## src/rtl/dffram_wb_ctrl.sv

```systemverilog
// dffram_wb_ctrl: Wishbone classic slave that drives one 256x32 single-port DFFRAM macro
//   mclk, reset_n                      clock (also clocks the RAM), async active-low reset
//   wbd_cyc_i/stb_i/we_i/adr_i/sel_i/dat_i  Wishbone request; adr_i[1:0] ignored
//   wbd_dat_o, wbd_ack_o               registered read data, one-cycle acknowledge
//   ram_en_o/we_o/a_o/di_o, ram_do_i   RAM pins (Do valid one cycle after an EN edge)
//   clr_done_o                         RAM ready for bus access
//   Define DFFRAM_CLR_EN to zero-fill CLR_WORDS words after every reset before serving the bus.
module dffram_wb_ctrl #(
    parameter int ADDR_W    = 8,
    parameter int CLR_WORDS = 256
) (
    input  logic              mclk,
    input  logic              reset_n,
    input  logic              wbd_cyc_i,
    input  logic              wbd_stb_i,
    input  logic              wbd_we_i,
    input  logic [ADDR_W+1:0] wbd_adr_i,
    input  logic [3:0]        wbd_sel_i,
    input  logic [31:0]       wbd_dat_i,
    output logic [31:0]       wbd_dat_o,
    output logic              wbd_ack_o,
    output logic              ram_en_o,
    output logic [3:0]        ram_we_o,
    output logic [ADDR_W-1:0] ram_a_o,
    output logic [31:0]       ram_di_o,
    input  logic [31:0]       ram_do_i,
    output logic              clr_done_o
);
`ifdef DFFRAM_CLR_EN
    typedef enum logic [1:0] {CLR, IDLE, RD_WAIT, ACK} state_t;
    localparam state_t RST_STATE = CLR;
`else
    typedef enum logic [1:0] {IDLE, RD_WAIT, ACK} state_t;
    localparam state_t RST_STATE = IDLE;
`endif
    state_t state, state_nx;
    logic   req;
    logic   unused_bits;
    // RAM pins are combinational, so gate with reset to force them idle the moment reset asserts
    assign req         = wbd_cyc_i & wbd_stb_i & reset_n;
    assign wbd_ack_o   = state == ACK;
    assign unused_bits = ^{wbd_adr_i[1:0], CLR_WORDS[0]};
    always_ff @(posedge mclk or negedge reset_n) begin
        if (!reset_n) begin
            state     <= RST_STATE;
            wbd_dat_o <= '0;
        end else begin
            state <= state_nx;
            if (state == RD_WAIT && wbd_cyc_i) wbd_dat_o <= ram_do_i;
        end
    end
`ifdef DFFRAM_CLR_EN
    logic [ADDR_W-1:0] cnt;
    always_ff @(posedge mclk or negedge reset_n) begin
        if (!reset_n) cnt <= '0;
        else          cnt <= (state == CLR && state_nx == CLR) ? cnt + 1'b1 : '0;
    end
    assign clr_done_o = state != CLR;
`else
    assign clr_done_o = 1'b1;
`endif
    always_comb begin
        state_nx = state;
        ram_en_o = 1'b0;
        ram_we_o = 4'h0;
        ram_a_o  = '0;
        ram_di_o = '0;
        case (state)
`ifdef DFFRAM_CLR_EN
            CLR: begin
                ram_en_o = reset_n;
                ram_we_o = {4{reset_n}};
                ram_a_o  = reset_n ? cnt : '0;
                state_nx = (cnt == ADDR_W'(CLR_WORDS - 1)) ? IDLE : CLR;
            end
`endif
            IDLE: if (req) begin
                ram_en_o = 1'b1;
                ram_we_o = wbd_we_i ? wbd_sel_i : 4'h0;
                ram_a_o  = wbd_adr_i[ADDR_W+1:2];
                ram_di_o = wbd_dat_i;
                state_nx = wbd_we_i ? ACK : RD_WAIT;
            end
            RD_WAIT: state_nx = wbd_cyc_i ? ACK : IDLE;
            ACK:     state_nx = IDLE;
            default: state_nx = IDLE;
        endcase
    end
endmodule

```

## config.mk

```make
export PLATFORM = sky130hd
export DESIGN_NAME = dffram_wb_ctrl
export DESIGN_NICKNAME = d
export VERILOG_FILES = /design/src/rtl/dffram_wb_ctrl.sv
export SDC_FILE = /design/constraint.sdc
export NUM_CORES = 1
export LEC_CHECK = 0
export BUFFER_PORTS_ARGS = -buffer_cell sky130_fd_sc_hd__buf_2
export CAP_MARGIN = 20
export CELL_PAD_IN_SITES_DETAIL_PLACEMENT = 1
export CELL_PAD_IN_SITES_GLOBAL_PLACEMENT = 1
export CORE_MARGIN = 10
export CORE_UTILIZATION = 29
export DETAILED_ROUTE_END_ITERATION = 16
export GPL_ROUTABILITY_DRIVEN = 0
export PLACE_DENSITY_LB_ADDON = 0.1
export SYNTH_ARGS = -nofsm -noshare
export SYNTH_HDL_FRONTEND = slang
export SYNTH_SLANG_ARGS = --single-unit
```

## constraint.sdc

```tcl
create_clock -name mclk -period 2.1 [get_ports mclk]
set_clock_uncertainty 0.1 [all_clocks]
set_input_delay 0.42 -clock mclk [delete_from_list [all_inputs] [get_ports mclk]]
set_output_delay 0.42 -clock mclk [all_outputs]
set_load 0.05 [all_outputs]
```

# Word level (Yosys, flattened, before mapping)

Index checks and enable logic that the tools add are counted.

Bits in registers: 34
Bits of input ports: 83
Output and inout port bits: 79
Logic and storage cells: 22

Eq/ne operators: 3
Multiplexer cells: 13
Bitwise operators: 2
Reductions and logical operators: 2

Operators by type and width:

| operator                                            | count |
|---|---|
| two-way mux 32 bit                                  | 2 |
| two-way mux 8 bit                                   | 2 |
| two-way mux 4 bit                                   | 3 |
| two-way mux 2 bit                                   | 3 |
| case mux 2 bit (2 select lines)                     | 1 |
| AND 1 bit                                           | 2 |
| equality test 2 x 1 -> 1 bit, second input constant | 1 |
| equality test 2 bit, second input constant          | 1 |
| zero test 2 bit                                     | 1 |
| two-way mux 1 bit                                   | 2 |
| inequality test 2 bit, second input constant        | 1 |
| logical AND 1 bit                                   | 1 |

# Logic depth before layout (Yosys ltp)

Gate-level depths: netlist of the first run.

Depth in word-level cells: 4
Mapped depth: 3
Depth with buffers taken out: 2

# Worst setup path after synthesis of the first run

Ideal clock, no wire load.

Path type: register to output
Start point: register state[1]
End point: output port ram_a_o[0]
Arrival: 1971 ps
Required time: 1580 ps
Setup slack: -391 ps
Stages on the path, launching flop included: 4
Buffers on the path: 1
Path through: dfrtp_1 nand4b_4 buf_6 nor3b_1

Cells in the longest elaborated chain, start to end: 2

Ends and longest elaborated chain:

| element                | line | RTL |
|---|---|---|
| from (decl)            | 36   | `state_t state, state_nx;` |
| from (signal assigned) | 48   | `state <= state_nx;` |
| zero test 2 bit        | 68   | `case (state)` |
| two-way mux 8 bit      | 68   |  |
| to (decl)              | 24   | `output logic [ADDR_W-1:0] ram_a_o,` |

No other way between the ends.

# Worst setup path in the final report of the first run

Start point: register state[1]
End point: output port ram_di_o[13]

Cells in the longest elaborated chain, start to end: 2

Ends and longest elaborated chain:

| element            | line | RTL |
|---|---|---|
| zero test 2 bit    | 68   |  |
| two-way mux 32 bit | 68   |  |
| to (decl)          | 25   | `output logic [31:0] ram_di_o,` |

No other way between the ends.

==> results of run 1 <==
==> final timing paths <==
kind,from,end
worst max-delay path,state[1],ram_di_o[13]
worst min-delay path,reset_n,wbd_dat_o[12]
worst max register to register,state[0],wbd_dat_o[31]
worst min register to register,wbd_dat_o[15],wbd_dat_o[15]
max in group asynchronous,reset_n,wbd_dat_o[6]
min in group mclk,ram_do_i[16],wbd_dat_o[16]
==> cells by family after synthesis <==
| logic type | Yosys count | synth area share |
|---|---|---|
| and+or+nand+nor | 54 | 0.2259 |
| muxes | 32 | 0.2533 |
| AOI/OAI and AO/OA | 1 | 0.003353 |
| other | 1 | 0.002009 |
| DFF | 34 | 0.4558 |
| buffers and inverters | 13 | 0.05965 |
==> metrics by stage <==
| step | power [W] | std cells | hold WS [ns] | worst slack [ns] |
|---|---|---|---|---|
| floorplan | 0.001841 | 135 | 0.02441 | -0.3912 |
| global placement | 0.002163 | 362 | 0.3697 | 0.1857 |
| detailed placement | 0.002179 | 362 | 0.3870 | 0.1128 |
| CTS | 0.002711 | 370 | 0.1422 | 0.008433 |
| global route | 0.002812 | 373 | 0.1649 | -0.06427 |
| finish | 0.002679 | 373 | 0.1207 | 0.008261 |
==> registers in the layout, indices dropped and copies added, names as in the netlist <==
name and flops:
wbd_dat_o 32, state 2
==> power groups by stage <==
stage               sequential, W  combinational, W  clock (W)
CTS                      0.000897           0.00129   0.000524
finish                   0.000894           0.00129   0.000499
detailed placement       0.000903           0.00128          0
floorplan                 0.00147          0.000371          0
global route             0.000917           0.00134   0.000555
global placement         0.000900           0.00126          0
==> layout by cell type (no fill, tap or decap) <==
| cell type | n |
|---|---|
| sky130_fd_sc_hd__dfrtp_1 | 34 |
| sky130_fd_sc_hd__mux2_4 | 30 |
| sky130_fd_sc_hd__clkbuf_16 | 1 |
| sky130_fd_sc_hd__conb_1 | 1 |
| sky130_fd_sc_hd__a31oi_1 | 1 |
| sky130_fd_sc_hd__mux2_2 | 2 |
| sky130_fd_sc_hd__buf_12 | 2 |
| sky130_fd_sc_hd__nand3b_4 | 1 |
| sky130_fd_sc_hd__nor3_2 | 4 |
| sky130_fd_sc_hd__clkbuf_8 | 6 |
| sky130_fd_sc_hd__nor3_1 | 1 |
| sky130_fd_sc_hd__nand2_1 | 4 |
| sky130_fd_sc_hd__buf_4 | 41 |
| sky130_fd_sc_hd__nor2b_1 | 1 |
| sky130_fd_sc_hd__nor2_1 | 1 |
| sky130_fd_sc_hd__nor3b_2 | 14 |
| sky130_fd_sc_hd__buf_6 | 5 |
| sky130_fd_sc_hd__nor3b_1 | 27 |
| sky130_fd_sc_hd__clkbuf_4 | 2 |
| sky130_fd_sc_hd__nand4b_4 | 1 |
| sky130_fd_sc_hd__clkinv_2 | 1 |
| sky130_fd_sc_hd__buf_2 | 115 |
| sky130_fd_sc_hd__clkbuf_1 | 1 |
==> layer usage <==
layer | up-vias | GRT usage | wire (um)
li1 | 795 | - | -
met1 | 793 | 0.1351 | 2779
met2 | 75 | 0.2270 | 3706
met3 | 0 | 0.05082 | 535
met4 | 0 | 0.01304 | 0
met5 | - | 0 | 0
==> critical path, delay by kind of cell, from the launching register on <==
family / cells / cell delay [ns]
DFF: 1 / 0.41
and+or+nand+nor: 2 / 0.43
buffers and inverters: 2 / 0.46
==> what timing repair did <==
action / 4_1_cts / 5_1_grt
endpoints found under the hold margin: 0 / 0
endpoints found under the setup margin: 37 / 43
cloned: 0 / 1
pin swaps: 0 / 0
buffers inserted: 0 / 2
resized for setup: 38 / 24
==> final cells by class <==
type	count	area, um^2
multi-input cells	88	974.7
clock inverters	1	5.005
repair buffers	166	1020
flip-flops and latches	34	850.8
clock buffers	7	86.33
well taps	77	96.34
fillers	733	3281
==> results by group, run 1 <==
Setup path
  – Critical path's largest stage delay: just over 0.4 ns
  – Worst R2R Setup Slack: between 0.5 and 0.6 ns
  – Cell count of the worst reg-to-reg path: 4
  – Crit path capture type: primary output
  – CP Launch Type: flop
  – Worst-path maximum fanout: 23
  – CP cell instances: nand4b_4 -> clkbuf_16 -> nor3b_1 -> buf_4
  – Data arrival time at the worst-slack endpoint: 1.57 ns
  – Worst Path Class, Setup: reg2out
  – Required time at the endpoint of the critical path: 1.58 ns
  – Slowest CP cell: sky130_fd_sc_hd__dfrtp_1

Min path
  – Tightest Hold Check Type: in2async

Synthesis
  – Mean Syn Cell Area: between 10 and 15 um^2
  – Fraction of synthesis flops using an asynchronous set or reset pin: 1.000
  – Post-synthesis cell type with the largest combined area: sky130_fd_sc_hd__dfrtp_1
  – Number of synthesized register bits: 34
  – Largest cells by area after synthesis: sky130_fd_sc_hd__dfrtp_1, sky130_fd_sc_hd__mux2_4, sky130_fd_sc_hd__nor3b_1
  – Commonest register cell after synthesis: sky130_fd_sc_hd__dfrtp_1
  – Count of flip-flops with a built-in enable after synthesis: 0
  – Synthesized Nets: 218
  – Synthesized cell area: approximately 0.0019 mm^2
  – Share of the yosys chip area belonging to registers: 0.4558
  – Synth top area share: 0.4558
  – Gate count after technology mapping: between 100 and 150
  – Commonest cells in the netlist: sky130_fd_sc_hd__nor3b_1, sky130_fd_sc_hd__dfrtp_1, sky130_fd_sc_hd__mux2_4
  – Count leader, synth: sky130_fd_sc_hd__nor3b_1
  – Number of distinct library cells after synthesis: 18
  – Count of yosys warnings during synthesis: 0

Floorplan
  – Top-level I/O count: 162
  – Core area: around 0.0063 mm^2
  – DIE WIDTH: 100.2 um
  – Initial standard-cell utilization of the core: 0.2957
  – Die outline area: between 0.01 and 0.015 mm^2
  – Number of cell rows: 29
  – Vert. Die Dim: 100.2 um

Clock tree
  – Clock Sink Count: 34
  – Hold-fix buffer count after cts: 0
  – Clock tree from TritonCTS: yes
  – Clock latency on the worst-skew pair: 0.27 ns
  – Clock transition at the register clock pins on the worst setup and hold paths after CTS: approximately 0.08 ns
  – Clock buffers created by TritonCTS: 5
  – Maximum clock path buffer count: 2
  – Maximum level of the CTS H-tree: 2
  – Clock root buffer master: sky130_fd_sc_hd__clkbuf_8

Timing
  – Max Transition Viols Final: 0
  – Final period utilization: 0.9961
  – Hold Vio Cnt, Final: 0
  – Peak clock frequency supported by timing: about 480 MHz
  – Setup violations, final: 0
  – Unrepaired setup endpoints after global routing: yes
  – Setup TNS after final layout: 0 ns
  – Final min period: 2.092 ns

Drt
  – Total detailed-routing wirelength: 7.022 mm
  – Vias after detailed routing: ~1,700
  – Post-detailed-route wirelength per cell: 18.83 um
  – Violation count after the first detailed-route iteration: 31
  – Detailed-router iteration count before antenna repair: 4
  – Routed Antenna Nets: 0
  – Number of design rule violations left after detail routing: 0
  – Via/cell ratio: 4.458

Finish
  – Area growth syn-to-layout: 62.47%
  – Share of the core filled with cells in the final layout: 0.4804
  – Antenna cell count: 0
  – Final-stage net count: 378
  – Post-Layout Inst Area: 0.003033 mm^2
  – Fraction of final layout cells sized beyond drive strength 1: 0.7601

Power and ir drop
  – Fraction of power consumed by the clock network: 0.186
  – Total power per unit cell area: slightly below 900 mW/mm^2
  – Net switching component of the power: approximately 0.0012 W
  – Switching part of the total: 0.4399
  – Static power due to leakage: between 1.5 and 2 nW
  – Peak supply drop: 531.3 uV
  – Part of the power in combinational logic: 0.480
  – Cell-internal power: about 0.0015 W
  – Sequential fraction of design power: 0.334

Global route
  – Leftover overflow at the end of global routing: 0
  – Pin count of the biggest net entering global routing: 47
  – Vias in the first global route: about 1,800
  – Wire length of the first global-routing pass: between 10 and 15 mm
  – Antenna violations before repair: 0
  – Total Routing Usage GR: 0.1244

Place
  – Placement Cell Area: between 0.002 and 0.003 mm^2
  – Detailed-placement wirelength estimate: ~5.5 mm
  – Quantity of I/O buffers inserted on ports: around 160

Run
  – Reported max-cap violation count: 0

Run status
  – Run status: finished, final reports clean
No activity file was read; power rests on OpenSTA's default activity.
==> inputs of run 2 (changes only) <==
--- a/config.mk
+++ b/config.mk
@@ -10,7 +10,7 @@
 export CELL_PAD_IN_SITES_DETAIL_PLACEMENT = 1
 export CELL_PAD_IN_SITES_GLOBAL_PLACEMENT = 1
 export CORE_MARGIN = 10
-export CORE_UTILIZATION = 29
+export CORE_UTILIZATION = 27
 export DETAILED_ROUTE_END_ITERATION = 16
 export GPL_ROUTABILITY_DRIVEN = 0
 export PLACE_DENSITY_LB_ADDON = 0.1
==> constraint.sdc (replaced) <==
create_clock -name mclk -period 2.4 [get_ports mclk]
set_clock_uncertainty 0.1 [all_clocks]
set_input_delay 0.48 -clock mclk [delete_from_list [all_inputs] [get_ports mclk]]
set_output_delay 0.48 -clock mclk [all_outputs]
set_load 0.05 [all_outputs]
==> run 2 against run 1 <==
- sequential power fell by 12%
- combinational power fell by 15%
- via count fell by 1.4%
- count of clock-buffer cells in the layout did not move
- flip-flop and latch count did not move
- power fell by 14%
- design area fell by 5.6%
- final cell count did not move
- highest routed layer is now met4
==> results by group, run 2 (synthesized netlist as in run 1, its figures left out) <==
Run status
  – Run status: finished, final reports clean (unchanged)

Clock tree
  – Clock Sink Count: 34 (unchanged)
  – Clock buffers created by TritonCTS: 5 (unchanged)
  – Clock transition at the register clock pins on the worst setup and hold paths after CTS: 0.07 ns (was 0.08 ns)
  – Hold-fix buffer count after cts: 0 (unchanged)
  – Clock root buffer master: sky130_fd_sc_hd__clkbuf_8 (unchanged)
  – Maximum clock path buffer count: 2 (unchanged)
  – Clock latency on the worst-skew pair: 0.27 ns (about the same)
  – Clock tree from TritonCTS: yes (unchanged)
  – Maximum level of the CTS H-tree: 2 (unchanged)

Setup path
  – Launching instance or port of the critical path: state[1] (unchanged)
  – Worst R2R Start: state[0] (unchanged)
  – Worst-path maximum fanout: 30 (was 23)
  – Cell count of the worst reg-to-reg path: 2 (was 4)
  – Data arrival time at the worst-slack endpoint: 1.69 ns (was 1.57 ns)
  – Required time at the endpoint of the critical path: 1.82 ns (was 1.58 ns)
  – CP Launch Type: flop (unchanged)
  – Crit path capture type: primary output (unchanged)
  – Capturing element of the worst setup path: ram_di_o[7] (was ram_di_o[13])
  – Worst Path Class, Setup: reg2out (unchanged)
  – Reg-to-Reg End: wbd_dat_o[18] (was wbd_dat_o[31])
  – Worst R2R Setup Slack: 0.70 ns (was 0.58 ns)

Finish
  – Final-stage net count: 375 (was 378)
  – Area growth syn-to-layout: 53.35% (was 62.47%)
  – Share of the core filled with cells in the final layout: 0.4237 (was 0.4804)
  – Top Registers: wbd_dat_o: 32 flops, state: 2 flops (unchanged)
  – Antenna cell count: 0 (unchanged)
  – Top reg by flops: wbd_dat_o (unchanged)
  – Fraction of final layout cells sized beyond drive strength 1: 0.7235 (was 0.7601)
  – Layout Cells excl Fill: 373 (unchanged)
  – Leading cell types in the layout, fill and taps excluded: sky130_fd_sc_hd__buf_2, sky130_fd_sc_hd__nor3b_1, sky130_fd_sc_hd__dfrtp_1 (was sky130_fd_sc_hd__buf_2, sky130_fd_sc_hd__buf_4, sky130_fd_sc_hd__dfrtp_1)
  – Most common library cell in the layout ignoring fill and taps: sky130_fd_sc_hd__buf_2 (unchanged)
  – Flip-flop count of the largest register after layout: 32 (unchanged)

Timing
  – Pin slew with the least headroom to its limit: ~0.63 ns
  – Max Transition Viols Final: 0 (unchanged)
  – Setup TNS after final layout: 0 ns (unchanged)
  – Final min period: 2.267 ns
  – Hold Vio Cnt, Final: 0 (unchanged)
  – Setup ws final: 0.1331 ns (was 0.008261 ns)
  – Worst slew margin relative to its limit: 0.5825
  – Setup violations, final: 0 (unchanged)
  – Peak clock frequency supported by timing: about 440 MHz
  – Final period utilization: 0.9445

Drt
  – Detailed-router iteration count before antenna repair: 4 (unchanged)
  – Number of design rule violations left after detail routing: 0 (unchanged)
  – Via/cell ratio: 4.394 (was 4.458)
  – Total detailed-routing wirelength: 6.667 mm (was 7.022 mm)
  – Vias after detailed routing: 1,639 (was 1,663)
  – Routed Antenna Nets: 0 (unchanged)
  – Violation count after the first detailed-route iteration: 37 (was 31)
  – Post-detailed-route wirelength per cell: 17.87 um (was 18.83 um)

Global route
  – Total Routing Usage GR: 0.1212 (was 0.1244)
  – Leftover overflow at the end of global routing: 0 (unchanged)
  – Antenna violations before repair: 0 (unchanged)
  – Wire length of the first global-routing pass: 10.09 mm (was 10.14 mm)
  – Vias in the first global route: 1,818 (was 1,765)
  – Pin count of the biggest net entering global routing: 36 (was 47)

Floorplan
  – Top-level I/O count: 162 (unchanged)
  – Die outline area: 0.01064 mm^2 (was 0.01005 mm^2)
  – DIE WIDTH: 103.2 um (was 100.2 um)
  – Initial standard-cell utilization of the core: 0.2763 (was 0.2957)
  – Vert. Die Dim: 103.2 um (was 100.2 um)
  – Number of cell rows: 30 (was 29)
  – Core area: 0.006756 mm^2 (was 0.006314 mm^2)

Power and ir drop
  – Peak supply drop: 467.3 uV (was 531.3 uV)
  – Static power due to leakage: 1.628 nW (was 1.674 nW)
  – Total power per unit cell area: 806.9 mW/mm^2 (was 883.3 mW/mm^2)

Run
  – Reported max-cap violation count: 0 (unchanged)

Place
  – # placed instances: 365 (was 362)
  – Detailed-placement wirelength estimate: 5.456 mm (was 5.507 mm)
  – Quantity of I/O buffers inserted on ports: 158 (unchanged)
  – Post-placement setup slack: 0.2140 ns (was 0.1128 ns)

Min path
  – Tightest Hold Check Type: in2async (unchanged)
[run 2: cell types whose count changed in the layout (fill, tap and decap cells not counted), sizes merged]
cell,previous run,this run
buf,163,155
clkbuf,10,15
[run 2: per-stage QoR]
stage,hold slack (ns),instance area [um^2],total power (W)
floorplan,0.08441,1887,0.001611
global placement,0.3651,2729,0.001895
detailed placement,0.3853,2729,0.001905
global route,0.2318,2863,0.002439
CTS,0.2091,2820,0.002345
finish,0.1938,2863,0.002310
[run 2: layout make-up]
cell class | count | area (um^2)
fill | 795 | 3894
clock buffer | 7 | 86.33
multi-input combinational | 88 | 924.6
tap | 80 | 100.1
timing repair buffer | 163 | 895.9
clock inverter | 1 | 5.005
sequential | 34 | 850.8
[run 2: worst min path at each step]
stage / startpoint / end / slack, ns / depth (start not counted)
after floorplan: reset_n / state[0] / 0.08 / 0
after global placement: state[1] / state[1] / 0.37 / 1
after detailed placement: state[1] / state[1] / 0.39 / 1
after CTS: reset_n / wbd_dat_o[4] / 0.21 / 2
after global routing: reset_n / wbd_dat_o[5] / 0.23 / 2
final: reset_n / wbd_dat_o[11] / 0.19 / 2
[run 2: routing by layer]
| metal | track usage | wire length (um) |
|---|---|---|
| met1 | 0.1361 | 2577 |
| met3 | 0.05228 | 651 |
| met4 | 0.02246 | 24 |
| met5 | 0 | 0 |
| met2 | 0.2097 | 3414 |
[run 2: power by group]
group | internal (W) | leakage (nW) | switching (W)
sequential | 0.000712 | 0.424 | 0.0000724
clock | 0.000231 | 0.0482 | 0.000192
combinational | 0.000356 | 1.16 | 0.000746
[run 2: critical path, cell delays in order, from the launching register on]
cell	delay [ns]
sky130_fd_sc_hd__dfrtp_1	0.40
sky130_fd_sc_hd__nand4b_4	0.29
sky130_fd_sc_hd__buf_12	0.24
sky130_fd_sc_hd__nor3b_1	0.19
sky130_fd_sc_hd__buf_2	0.29
[run 2: what timing repair did]
item / CTS / global route
gates resized for setup: 0 / 26
buffers inserted: 0 / 0
setup endpoints to repair: 0 / 17
